==> src/rtl/e_acc_check_n.sv <==
// Column checksum checker for the ABFT datapath: counts accumulator beats, waits for
// the column sums to settle, then compares each column against a captured reference.

module e_acc_check_lane #(
  parameter int zBits = 12
) (
  input  logic             clk,
  input  logic             rst,
  input  logic             clr,
  input  logic             load,
  input  logic [zBits-1:0] e_acc,
  input  logic [zBits-1:0] ref_in,
  output logic             mismatch
);
  logic [zBits-1:0] ref_q;

  always_ff @(posedge clk) begin
    if (rst || clr)  ref_q <= '0;
    else if (load)   ref_q <= ref_in;
  end

  assign mismatch = (e_acc != ref_q);
endmodule

module e_acc_check_n #(
  parameter int arraySize    = 4,
  parameter int addressWidth = 3,
  parameter int zBits        = 12,
  parameter int settleCycles = 1
) (
  input  logic                    clk,
  input  logic                    rst,
  input  logic                    interrupt,
  input  logic                    valid,
  input  logic [zBits-1:0]        e_acc_0,
  input  logic [zBits-1:0]        e_acc_1,
  input  logic [zBits-1:0]        e_acc_2,
  input  logic [zBits-1:0]        e_acc_3,
  input  logic [zBits-1:0]        ref_0,
  input  logic [zBits-1:0]        ref_1,
  input  logic [zBits-1:0]        ref_2,
  input  logic [zBits-1:0]        ref_3,
  input  logic                    ref_valid,
  output logic                    done,
  output logic                    error,
  output logic [arraySize-1:0]    error_mask,
  output logic [addressWidth-1:0] error_col,
  output logic [addressWidth-1:0] error_count
);
  localparam int AW = addressWidth;
  localparam int CW = (arraySize > 1) ? $clog2(arraySize) : 1;
  localparam int SW = (settleCycles > 1) ? $clog2(settleCycles) : 1;

  typedef enum logic [2:0] {ACCUM, SETTLE, WAIT_REF, COMPARE, DONE} state_t;

  state_t                           state, state_n;
  logic [AW-1:0]                    beat_cnt;
  logic [SW-1:0]                    settle_cnt;
  logic [AW-1:0]                    col;
  logic                             ref_captured;
  logic                             cap_now;
  logic                             ref_ok;
  logic [CW-1:0]                    col_idx;
  logic [arraySize-1:0][zBits-1:0]  e_acc_v;
  logic [arraySize-1:0][zBits-1:0]  ref_v;
  logic [arraySize-1:0]             mismatch;

  assign e_acc_v = {e_acc_3, e_acc_2, e_acc_1, e_acc_0};
  assign ref_v   = {ref_3, ref_2, ref_1, ref_0};
  assign col_idx = col[CW-1:0];

  // Only the first ref_valid of a run is taken; interrupt discards a same-cycle pulse.
  assign cap_now = ref_valid && !ref_captured && (state != DONE) && !interrupt;
  assign ref_ok  = ref_captured || cap_now;

  genvar g;
  generate
    for (g = 0; g < arraySize; g++) begin : g_lane
      e_acc_check_lane #(.zBits(zBits)) u_lane (
        .clk      (clk),
        .rst      (rst),
        .clr      (interrupt),
        .load     (cap_now),
        .e_acc    (e_acc_v[g]),
        .ref_in   (ref_v[g]),
        .mismatch (mismatch[g])
      );
    end
  endgenerate

  always_ff @(posedge clk) begin
    if (rst) state <= ACCUM;
    else     state <= state_n;
  end

  always_comb begin
    state_n = state;
    case (state)
      ACCUM:    if (valid && beat_cnt == AW'(arraySize-1)) state_n = SETTLE;
      SETTLE:   if (settle_cnt == SW'(settleCycles-1))     state_n = ref_ok ? COMPARE : WAIT_REF;
      WAIT_REF: if (ref_ok)                                state_n = COMPARE;
      COMPARE:  if (col == AW'(arraySize-1))               state_n = DONE;
      DONE:     state_n = DONE;
      default:  state_n = ACCUM;
    endcase
    if (interrupt) state_n = ACCUM;
  end

  always_ff @(posedge clk) begin
    if (rst || interrupt) begin
      beat_cnt     <= '0;
      settle_cnt   <= '0;
      col          <= '0;
      ref_captured <= 1'b0;
      error_mask   <= '0;
      error_col    <= '0;
      error_count  <= '0;
      done         <= 1'b0;
    end else begin
      if (cap_now) ref_captured <= 1'b1;
      case (state)
        ACCUM: begin
          settle_cnt <= '0;
          if (valid) beat_cnt <= beat_cnt + 1'b1;
        end
        SETTLE: settle_cnt <= settle_cnt + 1'b1;
        COMPARE: begin
          if (mismatch[col_idx]) begin
            error_mask[col_idx] <= 1'b1;
            error_count         <= error_count + 1'b1;
            if (error_count == '0) error_col <= col;
          end
          col <= col + 1'b1;
          if (col == AW'(arraySize-1)) done <= 1'b1;
        end
        default: ;
      endcase
    end
  end

  assign error = |error_mask;
endmodule

==> config.mk <==
export PLATFORM = sky130hd
export DESIGN_NAME = e_acc_check_n
export DESIGN_NICKNAME = d
export VERILOG_FILES = /design/src/rtl/e_acc_check_n.sv
export SDC_FILE = /design/constraint.sdc
export NUM_CORES = 1
export LEC_CHECK = 0
export BUFFER_PORTS_ARGS = -buffer_cell sky130_fd_sc_hd__buf_2
export CAP_MARGIN = 30
export CORE_MARGIN = 1
export CORE_UTILIZATION = 40
export DETAILED_ROUTE_END_ITERATION = 16
export HOLD_SLACK_MARGIN = 0.08
export PLACE_DENSITY = 0.65
export SLEW_MARGIN = 20
export SYNTH_ARGS = -nofsm -noshare
export SYNTH_HDL_FRONTEND = slang
export SYNTH_SLANG_ARGS = --single-unit
==> constraint.sdc <==
create_clock -name clk -period 4.4 [get_ports clk]
set_input_delay 0.44 -clock clk [delete_from_list [all_inputs] [get_ports clk]]
set_output_delay 0.44 -clock clk [all_outputs]
set_load 0.1 [all_outputs]
### Word-level counts from Yosys, hierarchy flattened

Cells that the tools add are included.

| word-level totals | value |
|---|---|
| bits in registers | 70 |
| input port bits | 101 |
| logic and storage cells | 65 |

| operators by class | value |
|---|---|
| $add $sub $neg | 4 |
| order comparisons | 2 |
| eq/ne operators | 15 |
| mux-type cells | 11 |
| bitwise logic cells | 1 |
| reduce and logical (&&, ||, !) cells | 19 |

Operators by type and width:

| cell | number |
|---|---|
| inequality test 12 bit | 4 |
| case mux 3 bit (5 select lines) | 1 |
| == test 3 x 2 -> 1 bit, second input constant | 4 |
| two-way mux 3 bit | 4 |
| adder 3 x 1 -> 3 bit, second input constant | 3 |
| inequality test 2 bit, second input constant | 4 |
| logical NOT 3 bit | 2 |
| AND reduction 2 bit | 3 |
| logical AND 1 bit | 5 |
| OR 4 bit | 1 |
| AND reduction 4 bit | 1 |
| OR reduction 4 bit | 1 |
| == test 3 x 1 -> 1 bit, second input constant | 1 |
| == test 3 bit, second input constant | 1 |
| < comparator 2 x 3 -> 1 bit, second input constant | 1 |
| two-way mux 1 bit | 3 |
| inequality test 3 bit, second input constant | 1 |
| AND reduction 3 bit | 1 |
| binary-select mux 1 bit (select 2 bit) | 1 |
| demux 1 bit (select 2 bit) | 1 |
| >= comparator 2 x 1 -> 1 bit, second input constant | 1 |
| logical NOT 1 bit | 2 |
| logical OR 1 bit | 2 |
| case mux 1 bit (2 select lines) | 1 |
| 3 further kinds | 3 |

### Logic depth before layout (Yosys ltp)

| depth | value |
|---|---|
| depth after elaboration | 8 |
| gate-level depth with buffers | 9 |
| mapped depth without buffers | 6 |

### By module

From an unflattened synthesis, not the netlist that was laid out.

| second synthesis, totals | value |
|---|---|
| cell total of the unflattened synthesis | 334 |
| area, all modules | 3,300.7 sq um |

By module, submodules not included:

| module | instances | cells each | area each (sq um) | seq. area each (sq um) |
|---|---|---|---|---|
| e_acc_check_lane | 4 | 55 | 556.8 | 240.2 |
| e_acc_check_n | 1 | 114 | 1,073.5 | 440.4 |

### Worst setup path before layout

OpenSTA, ideal clock, no wires.

| timing | value |
|---|---|
| kind | reg-to-output |
| start point | register error_mask[0] |
| end point | output error |
| arrival | 1,776 ps |
| required time | 3,960 ps |
| slack | 2,184 ps |
| cell stages (with the launch flop) | 2 |
| cells stage by stage | dfxtp_1 or4_1 |

| between the ends | value |
|---|---|
| cells in the longest elaborated chain, start to end | 1 |

RTL lines:

| what | RTL line | source |
|---|---|---|
| from (decl) | 46 | `output logic [arraySize-1:0] error_mask,` |
| from (signal assigned) | 115 | `error_mask <= '0;` |
| from (signal, indexed assignment) | 129 | `error_mask[col_idx] <= 1'b1;` |
| OR reduction 4 bit | 141 | `assign error = \|error_mask;` |
| to (decl) | 45 | `output logic error,` |

Every way passes these cells.

### Worst setup path after layout

| timing | value |
|---|---|
| start point | register g_lane[3].u_lane.ref_q[10] |
| end point | register error_count[2] |

| between the ends | value |
|---|---|
| cells in the longest elaborated chain, start to end | 4 |

RTL lines:

| what | RTL line | source |
|---|---|---|
| from (decl) | 15 | `logic [zBits-1:0] ref_q;` |
| from (signal assigned) | 19 | `else if (load) ref_q <= ref_in;` |
| inequality test 12 bit | 22 | `assign mismatch = (e_acc != ref_q);` |
| binary-select mux 1 bit (select 2 bit) | 128 | `if (mismatch[col_idx]) begin` |
| two-way mux 1 bit (implied by the code) | 128 |  |
| AND reduction 2 bit (no source line) | n/a |  |
| to (signal assigned) | 130 | `error_count <= error_count + 1'b1;` |
| to (decl) | 48 | `output logic [addressWidth-1:0] error_count` |

Every way passes these cells. The select of a mux whose other input is x is not followed.
A chain may end at the register's enable or synchronous reset.

==> impl_metrics.py <==
metrics = {
    "run_status": {
        "outcome": "complete, no violations",
    },
    "place": {
        "dp_hpwl_microns": 5403,
        "io_buffers": 112,
        "place.gp.congestion": 0.7424,
        "dpl_worst_slack_ns": 2.168,
        "place_area_sq_um": 3885,
    },
    "global_routing": {
        "grt_max_degree": 62,
        "grtUsageTotal_pct": 18.23,
        "grt_pass1_wl_microns": 12210,
        "antenna_found_initial": 1,
        "grt_overflow": 0,
        "grt_pass1_vias": 2744,
    },
    "layout": {
        "layout-drive-gt1-share_pct": 26.82,
        "syn_to_final_growth_pct": 26.24,
        "final_util_pct": 52.58,
        "finalNetCount": 613,
        "finalInstanceArea_sq_um": 4105,
    },
    "synth": {
        "async_flop_share_pct": 0,
        "ys_types": 37,
        "synth_seq_cells": 70,
        "synth_top_area_share_pct": 43.09,
        "synth-edff-count": 0,
        "synthSimpleGateAreaFrac_pct": 23.36,
        "ys_seq_area_share_pct": 43.09,
        "synthAdderAreaFrac_pct": 3.463,
        "synth_nets": 507,
        "yosys-top-cells-area": "dfxtp_1 (43%), nand2_1 (14%), a21oi_1 (8.3%)",
        "synth_compound_area_share_pct": 11.00,
        "syn_inst": 397,
        "synth_top_family_by_area": "simple AND/OR/NAND/NOR gates",
        "syn-cell-area_sq_um": 3252,
        "synth_ff_type": "dfxtp_1",
        "muxShareOfSynthArea_pct": 1.847,
        "avgSynthCellArea_sq_um": 8.191,
        "synth_largest_area_cell": "dfxtp_1",
        "synthMostInstantiatedCell": "nand2_1",
        "synthXorXnorAreaFrac_pct": 13.47,
        "ys.warnings.count": 0,
        "synthTopCellsByCount": "nand2_1 (117), dfxtp_1 (70), a21oi_1 (54)",
    },
    "power_and_ir_drop": {
        "switchingPower_mw": 0.2956,
        "power_frac_clock_pct": 38.6,
        "powerDensity_nw_per_um2": 312.7,
        "p_comb_share_pct": 10.6,
        "seq_power_share_pct": 50.7,
        "p_leak_nw": 1.727,
        "peakVddDrop_v": 0.0001766,
        "p_int_mw": 0.9882,
        "swShare_pct": 23.03,
    },
    "flow_run": {
        "cap_violations": 0,
    },
    "timing": {
        "skew_ns": 0.007952,
        "setup_viol": 0,
        "worst_pin_slew_ns": 0.6544,
        "clock.fmax_ghz": 0.5153,
        "rsz0062_at_grt": "no",
        "finalCriticalPeriod_ns": 1.941,
        "hold_violations": 0,
        "setup_tns_ns": 0,
        "final_max_slew_viol_count": 0,
        "setup_slack_ns": 2.459,
        "finalCritPeriodShare_pct": 44.10,
        "max-slew-margin-rel_pct": 56.38,
        "holdWs_ns": 0.3390,
    },
    "setup_path": {
        "crit_start": "g_lane[3].u_lane.ref_q[10]$_SDFFE_PP0P_",
        "endpoint_kind": "flop",
        "crit_path_top_delay_cell": "nor4_1",
        "crit_path_max_incr_delay_ns": 0.42,
        "path_cells": "xor2_1 -> nor4_1 -> nand4_1 -> and3_1 -> o211ai_1 -> mux2i_1",
        "r2r_start": "g_lane[3].u_lane.ref_q[10]$_SDFFE_PP0P_",
        "regToRegEndpoint": "error_count[2]$_SDFFE_PP0P_",
        "cp.required_ns": 4.66,
        "critPathMaxFanout": 2,
        "arrival_ns": 2.20,
        "crit_end": "error_count[2]$_SDFFE_PP0P_",
        "reg2regPathDepth": 6,
        "start_kind": "flop",
        "crit_type": "flop to flop",
        "regToRegSetupSlack_ns": 2.46,
    },
    "floorplanning": {
        "die_h_microns": 92.17,
        "die_width_microns": 92.17,
        "core_area_sq_um": 7807,
        "die_area_sq_um": 8494,
        "io_pins": 113,
        "initial_core_util_pct": 41.65,
        "row_count": 32,
    },
    "route": {
        "drt-met1-wl_microns": 3413,
        "via_count": 2902,
        "drtIter0Drc": 88,
        "via_per_inst": 4.757,
        "wl_per_cell_microns": 12.22,
        "drt.antenna.violating_nets": 0,
        "wl_met2_microns": 3332,
        "dr_wl_met3_microns": 568,
        "firstDrtPassIters": 4,
        "top_layer": "met4",
        "routed_wl_microns": 7457,
        "drcViolationCount": 0,
    },
    "clock_tree": {
        "clockRootBuffer": "clkbuf_8",
        "cts_setup_buffers": 0,
        "htreeDepth": 3,
        "post_cts.resized_instances": 0,
        "clk_pin_slew_worst_paths_ns": 0.07,
        "clkSinkCount": 70,
        "hold_buffers": 0,
        "cts_buffers": 9,
        "clk_latency_ns": 0.33,
        "cts_tree": "built",
        "clockBufferDepth": 2,
    },
    "worst_hold_path": {
        "hold_class": "input pin to flop",
    },
}
cell families (layout without fill, tap and decap cells):
family                     after synthesis  count (layout)
AOI/OAI and AO/OA                       66              66
other                                    0               1
adders and majority gates                9               9
DFF                                     70              70
and+or+nand+nor                        168             168
xor gates and xnor gates                50              50
buffers and inverters                   28             138
muxes                                    6               6
state kept, by name, summed over array words and instances (netlist names):
register             count
g_lane.u_lane.ref_q     48
error_mask               4
beat_cnt                 3
col                      3
error_col                3
error_count              3
state                    3
done                     1
ref_captured             1
settle_cnt               1
layout by cell type (no fill, tap or decap), types with 7 or more instances in the layout:
cell type,count
xnor2_1,26
nor2_1,16
a21oi_1,54
dfxtp_1,70
nand2_1,117
ha_1,9
inv_1,7
xor2_1,24
clkbuf_8,10
buf_2,112
layout make-up:
cell class                 instances  area [sq um]
antenna                            1         2.502
clock buffer                      14         152.6
clock inverter                     1         30.03
fill                             786          3702
inverter                           7         26.28
multi-input combinational        299          1734
sequential                        70          1401
tap                              102         127.6
timing repair buffer             116         630.6
metal layers:
metal | track usage, % | vias to the layer above
met4 | 7.943 | 0
met3 | 6.136 | 13
li1 | - | 1520
met1 | 22.84 | 1283
met5 | 0 | -
met2 | 28.36 | 86
critical path: cells and delay by family (launching register included):
| kind | cells | cell delay, ns |
|---|---|---|
| AO/OA/AOI/OAI | 1 | 0.25 |
| multiplexers | 1 | 0.20 |
| AND/OR/NAND/NOR | 3 | 0.95 |
| XOR/XNOR | 1 | 0.16 |
| flip-flops | 1 | 0.32 |
metrics by stage:
step           std cells  total power, mW
2_1_floorplan        397           0.7350
3_3_place_gp         591           0.7952
3_5_place_dp         592           0.7999
4_1_cts              607            1.301
5_1_grt              609            1.342
6_report             610            1.284
power by group through the flow:
stage               registers, mW  logic [mW]  clock network, mW
floorplan                   0.665      0.0704                  0
global placement            0.666       0.130                  0
detailed placement          0.666       0.134                  0
CTS                         0.651       0.134              0.516
global route                0.652       0.152              0.538
finish                      0.651       0.137              0.496
how the worst min path moves through the flow:
stage / slack (ns) / startpoint / cells after the start / to
6_report: 0.34 / ref_2[4] / 3 / g_lane[2].u_lane.ref_q[4]$_SDFFE_PP0P_
5_1_grt: 0.32 / ref_1[11] / 3 / g_lane[1].u_lane.ref_q[11]$_SDFFE_PP0P_
4_1_cts: 0.32 / ref_2[7] / 3 / g_lane[2].u_lane.ref_q[7]$_SDFFE_PP0P_
3_5_place_dp: 0.44 / done$_SDFFE_PP0P_ / 2 / done$_SDFFE_PP0P_
3_3_place_gp: 0.44 / done$_SDFFE_PP0P_ / 2 / done$_SDFFE_PP0P_
2_1_floorplan: 0.45 / g_lane[2].u_lane.ref_q[0]$_SDFFE_PP0P_ / 2 / g_lane[2].u_lane.ref_q[0]$_SDFFE_PP0P_
Power figures use the tool's default switching activity.
